File: config.mk
export PLATFORM = sky130hd
export DESIGN_NAME = lookahead_compare_pipe
export DESIGN_NICKNAME = d
export VERILOG_FILES = /design/src/rtl/lookahead_compare_pipe.sv
export SDC_FILE = /design/constraint.sdc
export NUM_CORES = 1
export LEC_CHECK = 0
export ABC_AREA = 1
export BUFFER_PORTS_ARGS = -buffer_cell sky130_fd_sc_hd__clkbuf_2
export CAP_MARGIN = 5
export CORE_MARGIN = 4
export CORE_UTILIZATION = 40
export CTS_CLUSTER_DIAMETER = 80
export DETAILED_ROUTE_END_ITERATION = 12
export PLACE_DENSITY = 0.78
export REMOVE_ABC_BUFFERS = 1
export SYNTH_ARGS = -nofsm -noshare
export SYNTH_HDL_FRONTEND = slang
export SYNTH_SLANG_ARGS = --single-unit
File: constraint.sdc
create_clock -name clock -period 1.6 [get_ports clock]
set_input_delay 0.08 -clock clock [delete_from_list [all_inputs] [get_ports clock]]
set_output_delay 0.08 -clock clock [all_outputs]
set_load 0.01 [all_outputs]
File: src/rtl/lookahead_compare_pipe.sv
// rtl/lookahead_compare_pipe.sv - two-stage grouped magnitude/equality comparator with valid/ready flow control
module lookahead_compare_pipe #(
    parameter int WIDTH = 32,
    parameter int GROUP = 4,
    parameter int TAG_W = 5
) (
    input  logic             clock,
    input  logic             reset_n,
    input  logic             in_valid,
    output logic             in_ready,
    input  logic [WIDTH-1:0] data_operandA,
    input  logic [WIDTH-1:0] data_operandB,
    input  logic             signed_mode,
    input  logic [TAG_W-1:0] in_tag,
    output logic             out_valid,
    input  logic             out_ready,
    output logic             isLessThan,
    output logic             isNotEqual,
    output logic             isGreaterThan,
    output logic [TAG_W-1:0] out_tag
);

    localparam int NG = WIDTH / GROUP;
    localparam int NB = (NG + 3) / 4;

    if ((WIDTH % GROUP) != 0 || (WIDTH / GROUP) < 2) begin : g_bad_params
        $error("lookahead_compare_pipe: WIDTH must be a multiple of GROUP with at least two groups");
    end

    logic             adv1;
    logic             adv2;

    logic             v1_d, v1_q;
    logic [NG-1:0]    ne_d, ne_q;
    logic [NG-1:0]    lt_d, lt_q;
    logic [TAG_W-1:0] tag1_d, tag1_q;

    logic             v2_d, v2_q;
    logic             lt2_d, lt2_q;
    logic             ne2_d, ne2_q;
    logic             gt2_d, gt2_q;
    logic [TAG_W-1:0] tag2_d, tag2_q;

    logic [WIDTH-1:0] a_eff;
    logic [WIDTH-1:0] b_eff;
    logic [4*NB-1:0]  ne_pad;
    logic [4*NB-1:0]  lt_pad;
    logic [NB-1:0]    blk_ne;
    logic [NB-1:0]    blk_lt;
    logic             ne_all;
    logic             lt_all;

    always_comb begin
        adv2     = ~v2_q | out_ready;
        adv1     = ~v1_q | adv2;
        in_ready = adv1;
    end

    // Flipping both sign bits in signed mode turns the top-group MSB compare into a two's-complement one.
    always_comb begin
        a_eff            = data_operandA;
        b_eff            = data_operandB;
        a_eff[WIDTH-1]   = data_operandA[WIDTH-1] ^ signed_mode;
        b_eff[WIDTH-1]   = data_operandB[WIDTH-1] ^ signed_mode;

        v1_d   = v1_q;
        ne_d   = ne_q;
        lt_d   = lt_q;
        tag1_d = tag1_q;
        if (adv1) begin
            v1_d = in_valid;
        end
        if (adv1 && in_valid) begin
            tag1_d = in_tag;
            for (int g = 0; g < NG; g++) begin
                ne_d[g] = 1'b0;
                lt_d[g] = 1'b0;
                for (int i = 0; i < GROUP; i++) begin
                    if (a_eff[g*GROUP+i] != b_eff[g*GROUP+i]) begin
                        ne_d[g] = 1'b1;
                        lt_d[g] = b_eff[g*GROUP+i];
                    end
                end
            end
        end
    end

    // Lookahead merge: resolve blocks of four groups, then pick the highest differing block.
    always_comb begin
        ne_pad         = '0;
        lt_pad         = '0;
        ne_pad[NG-1:0] = ne_q;
        lt_pad[NG-1:0] = lt_q;
        blk_ne         = '0;
        blk_lt         = '0;
        for (int k = 0; k < NB; k++) begin
            for (int j = 0; j < 4; j++) begin
                if (ne_pad[4*k+j]) begin
                    blk_ne[k] = 1'b1;
                    blk_lt[k] = lt_pad[4*k+j];
                end
            end
        end
        ne_all = 1'b0;
        lt_all = 1'b0;
        for (int k = 0; k < NB; k++) begin
            if (blk_ne[k]) begin
                ne_all = 1'b1;
                lt_all = blk_lt[k];
            end
        end
    end

    always_comb begin
        v2_d   = v2_q;
        lt2_d  = lt2_q;
        ne2_d  = ne2_q;
        gt2_d  = gt2_q;
        tag2_d = tag2_q;
        if (adv2) begin
            v2_d = v1_q;
        end
        if (adv2 && v1_q) begin
            lt2_d  = lt_all;
            ne2_d  = ne_all;
            gt2_d  = ne_all & ~lt_all;
            tag2_d = tag1_q;
        end
    end

    always_ff @(posedge clock) begin
        if (!reset_n) begin
            v1_q   <= 1'b0;
            ne_q   <= '0;
            lt_q   <= '0;
            tag1_q <= '0;
            v2_q   <= 1'b0;
            lt2_q  <= 1'b0;
            ne2_q  <= 1'b0;
            gt2_q  <= 1'b0;
            tag2_q <= '0;
        end else begin
            v1_q   <= v1_d;
            ne_q   <= ne_d;
            lt_q   <= lt_d;
            tag1_q <= tag1_d;
            v2_q   <= v2_d;
            lt2_q  <= lt2_d;
            ne2_q  <= ne2_d;
            gt2_q  <= gt2_d;
            tag2_q <= tag2_d;
        end
    end

    always_comb begin
        out_valid     = v2_q;
        isLessThan    = lt2_q;
        isNotEqual    = ne2_q;
        isGreaterThan = gt2_q;
        out_tag       = tag2_q;
    end

endmodule

## Word-level counts from Yosys, hierarchy flattened

Index checks and enable logic that the tools add are counted.

- Bits in registers: 31
- Input bits: 74
- Logic and storage cells: 135
- Output and inout bits: 10

- Reductions and logical operators: 2
- Bitwise operators: 8
- Mux-type cells: 84
- Eq/ne operators: 32

Operators by type and width:

| operator | count |
|---|---|
| $mux 1 | 84 |
| $ne 1x1->1 | 32 |
| $not 1->1 | 3 |
| $logic_and 1x1->1 | 2 |
| $or 1x1->1 | 2 |
| $xor 1x1->1 | 2 |
| $and 1x1->1 | 1 |

## Depth between registers and ports, before layout

- Word-level depth: 8
- Mapped depth: 8
- Gate-level depth less buffers: 8

## Worst setup path before layout

No wires, ideal clock.

- Path kind: flip-flop to flip-flop
- Start point: reg v2_q, in the netlist out_valid
- End point: reg ne_q[6], in the netlist ne_pad[6]
- Path buffers: 1
- Setup time: 0.114 ns
- Clock period less this slack: 1.105 ns
- Cell stages (with the launch flop): 7
- Slack: 0.495 ns
- Data required time: 1.486 ns
- Data arrival time: 0.991 ns
- Cell sequence: dfxtp_1 > nand3_2 > nand2_2 > inv_2 > buf_6 > o211ai_2 > inv_1

- Cells in the longest elaborated chain, start to end: 4

RTL lines:

| item | line | text |
|---|---|---|
| start, declared | 38 | `logic v2_d, v2_q;` |
| start signal, assigned | 147 | `v2_q <= v2_d;` |
| $not 1->1 | 54 | `adv2 = ~v2_q \| out_ready;` |
| $or 1x1->1 | 54 |  |
| $or 1x1->1 | 55 | `adv1 = ~v1_q \| adv2;` |
| named net in_ready | 10 | `output logic in_ready,` |
| $logic_and 1x1->1 | 73 | `if (adv1 && in_valid) begin` |
| end signal, assigned | 144 | `ne_q <= ne_d;` |
| end, declared | 34 | `logic [NG-1:0] ne_d, ne_q;` |

The timed path passes the listed nets, and every way through them passes these cells.
A chain may end at the register's enable or synchronous reset.

## Final worst setup path

- Start point: reg v2_q, in the netlist out_valid
- End point: reg ne_q[7], in the netlist ne_pad[7]

- Cells in the longest elaborated chain, start to end: 4

RTL lines:

| item | line |
|---|---|
| $not 1->1 | 54 |
| $or 1x1->1 | 54 |
| $or 1x1->1 | 55 |
| $logic_and 1x1->1 | 73 |

No other way between the ends.

==> key figures <==
Synth
  • Cell taking the most area after synthesis: dfxtp_1
  • Synth Cell Area: 1860 sq um
  • EDFF count, synth: 0
  • Register area share after synthesis: about a third
  • Count of cell types in the netlist: 26
  • Ys async rst share: 0%
  • Post-Synthesis Cells: 290
  • Yosys top cell area share: 33.4%
  • Top_reg_cell synth: dfxtp_1
  • Ys Warns: 0
  • Top cells by area, synth: dfxtp_1, nor2_1, nand2_1, inv_1, o21ai_0
  • Syn avg cell area: between 6 and 7 sq um
  • Post-synthesis register bit count: 31

Clocking
  • H-tree levels: 2
  • Clk root buf: clkbuf_8
  • Max Root-Sink Buffers: 2
  • CTS resizes: 0
  • Total CTS buffers: 5
  • Hold buffer count at CTS: 0
  • Clock sink total: 31
  • Worst skew pair latency: about 280 ps
  • CTS tree: yes
  • Setup Buffers After CTS: 0
  • CTS clk-pin slew, worst paths: 60 ps

Pwr
  • LEAKAGE: approximately 1.3 nW
  • Power density over the cells: a little under 800 nW/um^2
  • Sw frac: between 20% and 30%
  • Max VDD drop: 0.000306 V
  • Internal power: around 1.3 mW
  • NetSw: about 540 uW
  • Comb pwr share: between 20 and 25%
  • Sequential fraction of design power: between 40% and 50%
  • Clk pwr share: a little under a third

Critical path
  • Critical path's slowest cell: dfxtp_1
  • CP max FO: 16
  • Number of buffers and inverters on the critical path: 1
  • Critical Path AT: roughly 1500 ps
  • Crit start category: flip-flop
  • Worst-path cell chain: nand3_2 -> nand2_2 -> inv_2 -> o21ai_0 -> nor2_1 -> nor2_1
  • Critical path class: reg2reg
  • Crit path max-delay family: simple AND/OR/NAND/NOR gates
  • Most used cell, CP: nor2_1
  • Worst Setup End Kind: flip-flop
  • Worst R2R Setup Slack: roughly 290 ps
  • CP required: about 1800 ps
  • CP max stage delay: ~330 ps

Die
  • Core Area: 4410 sq um
  • Starting density of the core: 42.1%
  • Die width: roughly 76 microns
  • Core Rows: 24
  • Top Ports: between 80 and 90
  • Die ar.: approximately 5800 sq um
  • Die height: between 70 and 80 microns

Place
  • Placed inst area: 2320 sq um
  • Placer's final routability congestion estimate: around 0.73
  • Post-DP HPWL: between 3 and 4 mm
  • IO Port Bufs: 83

STA
  • Fin Clk Skew: about 3.1 ps
  • RSZ-0062 raised after global routing: false
  • Fmax: ~760 MHz
  • Final worst-path cycle share: between 80 and 90%
  • Slew @ Worst Pin: 471 ps
  • Final setup vio count: 0
  • Total negative slack: 0 ps
  • Final worst path period need: ~1300 ps
  • Max-slew headroom: between 60% and 70%
  • Slew Viols, Final: 0
  • Fin. Hold Viols: 0

Global routing
  • GRT Total Usage: about 15%
  • Initial antenna violation count: 0
  • Gr ovfl total: 0
  • Vias in the first global route: roughly 1.8k
  • Pin count of the biggest net entering global routing: 20
  • First-pass GRT wire length: slightly above 7 mm

Hold path
  • Tightest Hold Check Type: in2reg

Drt
  • Routed wire length: around 4.1 mm
  • Antenna-violating nets left: 0
  • Via-to-Cell Ratio: 4.55
  • Wirelength per Cell: 9.64 microns
  • Residual DRC: 0
  • Drt first-iter violations: 87
  • TritonRoute pass-1 iters: 4
  • Via count: 1956

Finish
  • Commonest cells after routing, fill and taps aside: clkbuf_2, nor2_1, nand2_1
  • Most common cell after layout, fill and taps aside: clkbuf_2
  • Fin area: ~2400 sq um
  • Nets@finish: between 400 and 500
  • Share of layout cells above drive strength 1: 28.3%
  • P&R area growth vs syn: 29.1%
  • Antenna diodes: 0

Run
  • Max-Cap Viols: 0

Outcome
  • Outcome: complete, no violations
==> final timing paths <==
kind / to / startpoint / cells after the start
worst max-delay path: ne_pad[7] / out_valid / 6
worst min-delay path: tag1_q[0] / in_tag[0] / 3
worst max register to register: ne_pad[7] / out_valid / 6
worst min register to register: lt_pad[3] / lt_pad[3] / 2
==> per-layer routing <==
layer,up-vias,GRT usage [%],wire length [microns],share of wire (%)
met2,53,26.0,1980,48
li1,1092,-,-,-
met1,804,16.0,1820,44
met3,7,4.61,272,6.6
met4,0,6.29,78,1.9
met5,-,0,0,0
==> power by group through the flow <==
stage	clock, mW	sequential, mW	combinational [mW]
final	0.580	0.867	0.414
after global placement	0	0.882	0.410
after floorplan	0	0.884	0.241
after CTS	0.601	0.866	0.420
after global routing	0.645	0.874	0.485
after detailed placement	0	0.883	0.418
==> registers in the layout, summed over array words and instances (netlist names) <==
name / count
lt_pad: 8
ne_pad: 8
out_tag: 5
tag1_q: 5
isGreaterThan: 1
isLessThan: 1
isNotEqual: 1
out_valid: 1
v1_q: 1
==> tightest hold or removal path: cells and delay by family <==
family | cells | cell delay (ps)
buf+inv | 1 | 80
simple gates | 1 | 70
compound gates | 1 | 70
==> cell type report <==
type | count | area [sq um]
repair buffers | 86 | 438
multi-input cells | 207 | 1020
clock inverters | 1 | 5.00
clock buffers | 7 | 76.3
flip-flops and latches | 31 | 621
well taps | 52 | 65.1
fillers | 438 | 2020
inverters | 46 | 173
==> through the flow <==
step	utilization [%]	cells	worst slack, ps	power, mW	hold WS [ps]
after global routing	54.3	430	140	2.00	43.8
after floorplan	-	284	242	1.12	205
after CTS	54.3	430	292	1.89	41.5
final	54.3	430	290	1.86	48.2
after detailed placement	52.5	422	301	1.30	343
after global placement	52.5	422	350	1.29	337
==> logic make-up after synthesis <==
group	share of synthesized area, %
and+or+nand+nor	28.0
adders and majority gates	5.39
xor gates and xnor gates	0.944
buffers and inverters	11.7
AOI/OAI and AO/OA	20.6
DFF	33.4
==> cells in the mapped netlist, types with 2 or more instances <==
cell	n
nor2_1	56
nand2_1	52
inv_1	45
dfxtp_1	31
o21ai_0	26
a21oi_1	21
o21ai_1	10
ha_1	8
nand3_1	7
a21oi_2	6
nor3_1	5
o22ai_1	4
nor2_2	3
buf_2	2
buf_6	2
nand2_2	2
Note: power is estimated with default switching activity, not from simulation.
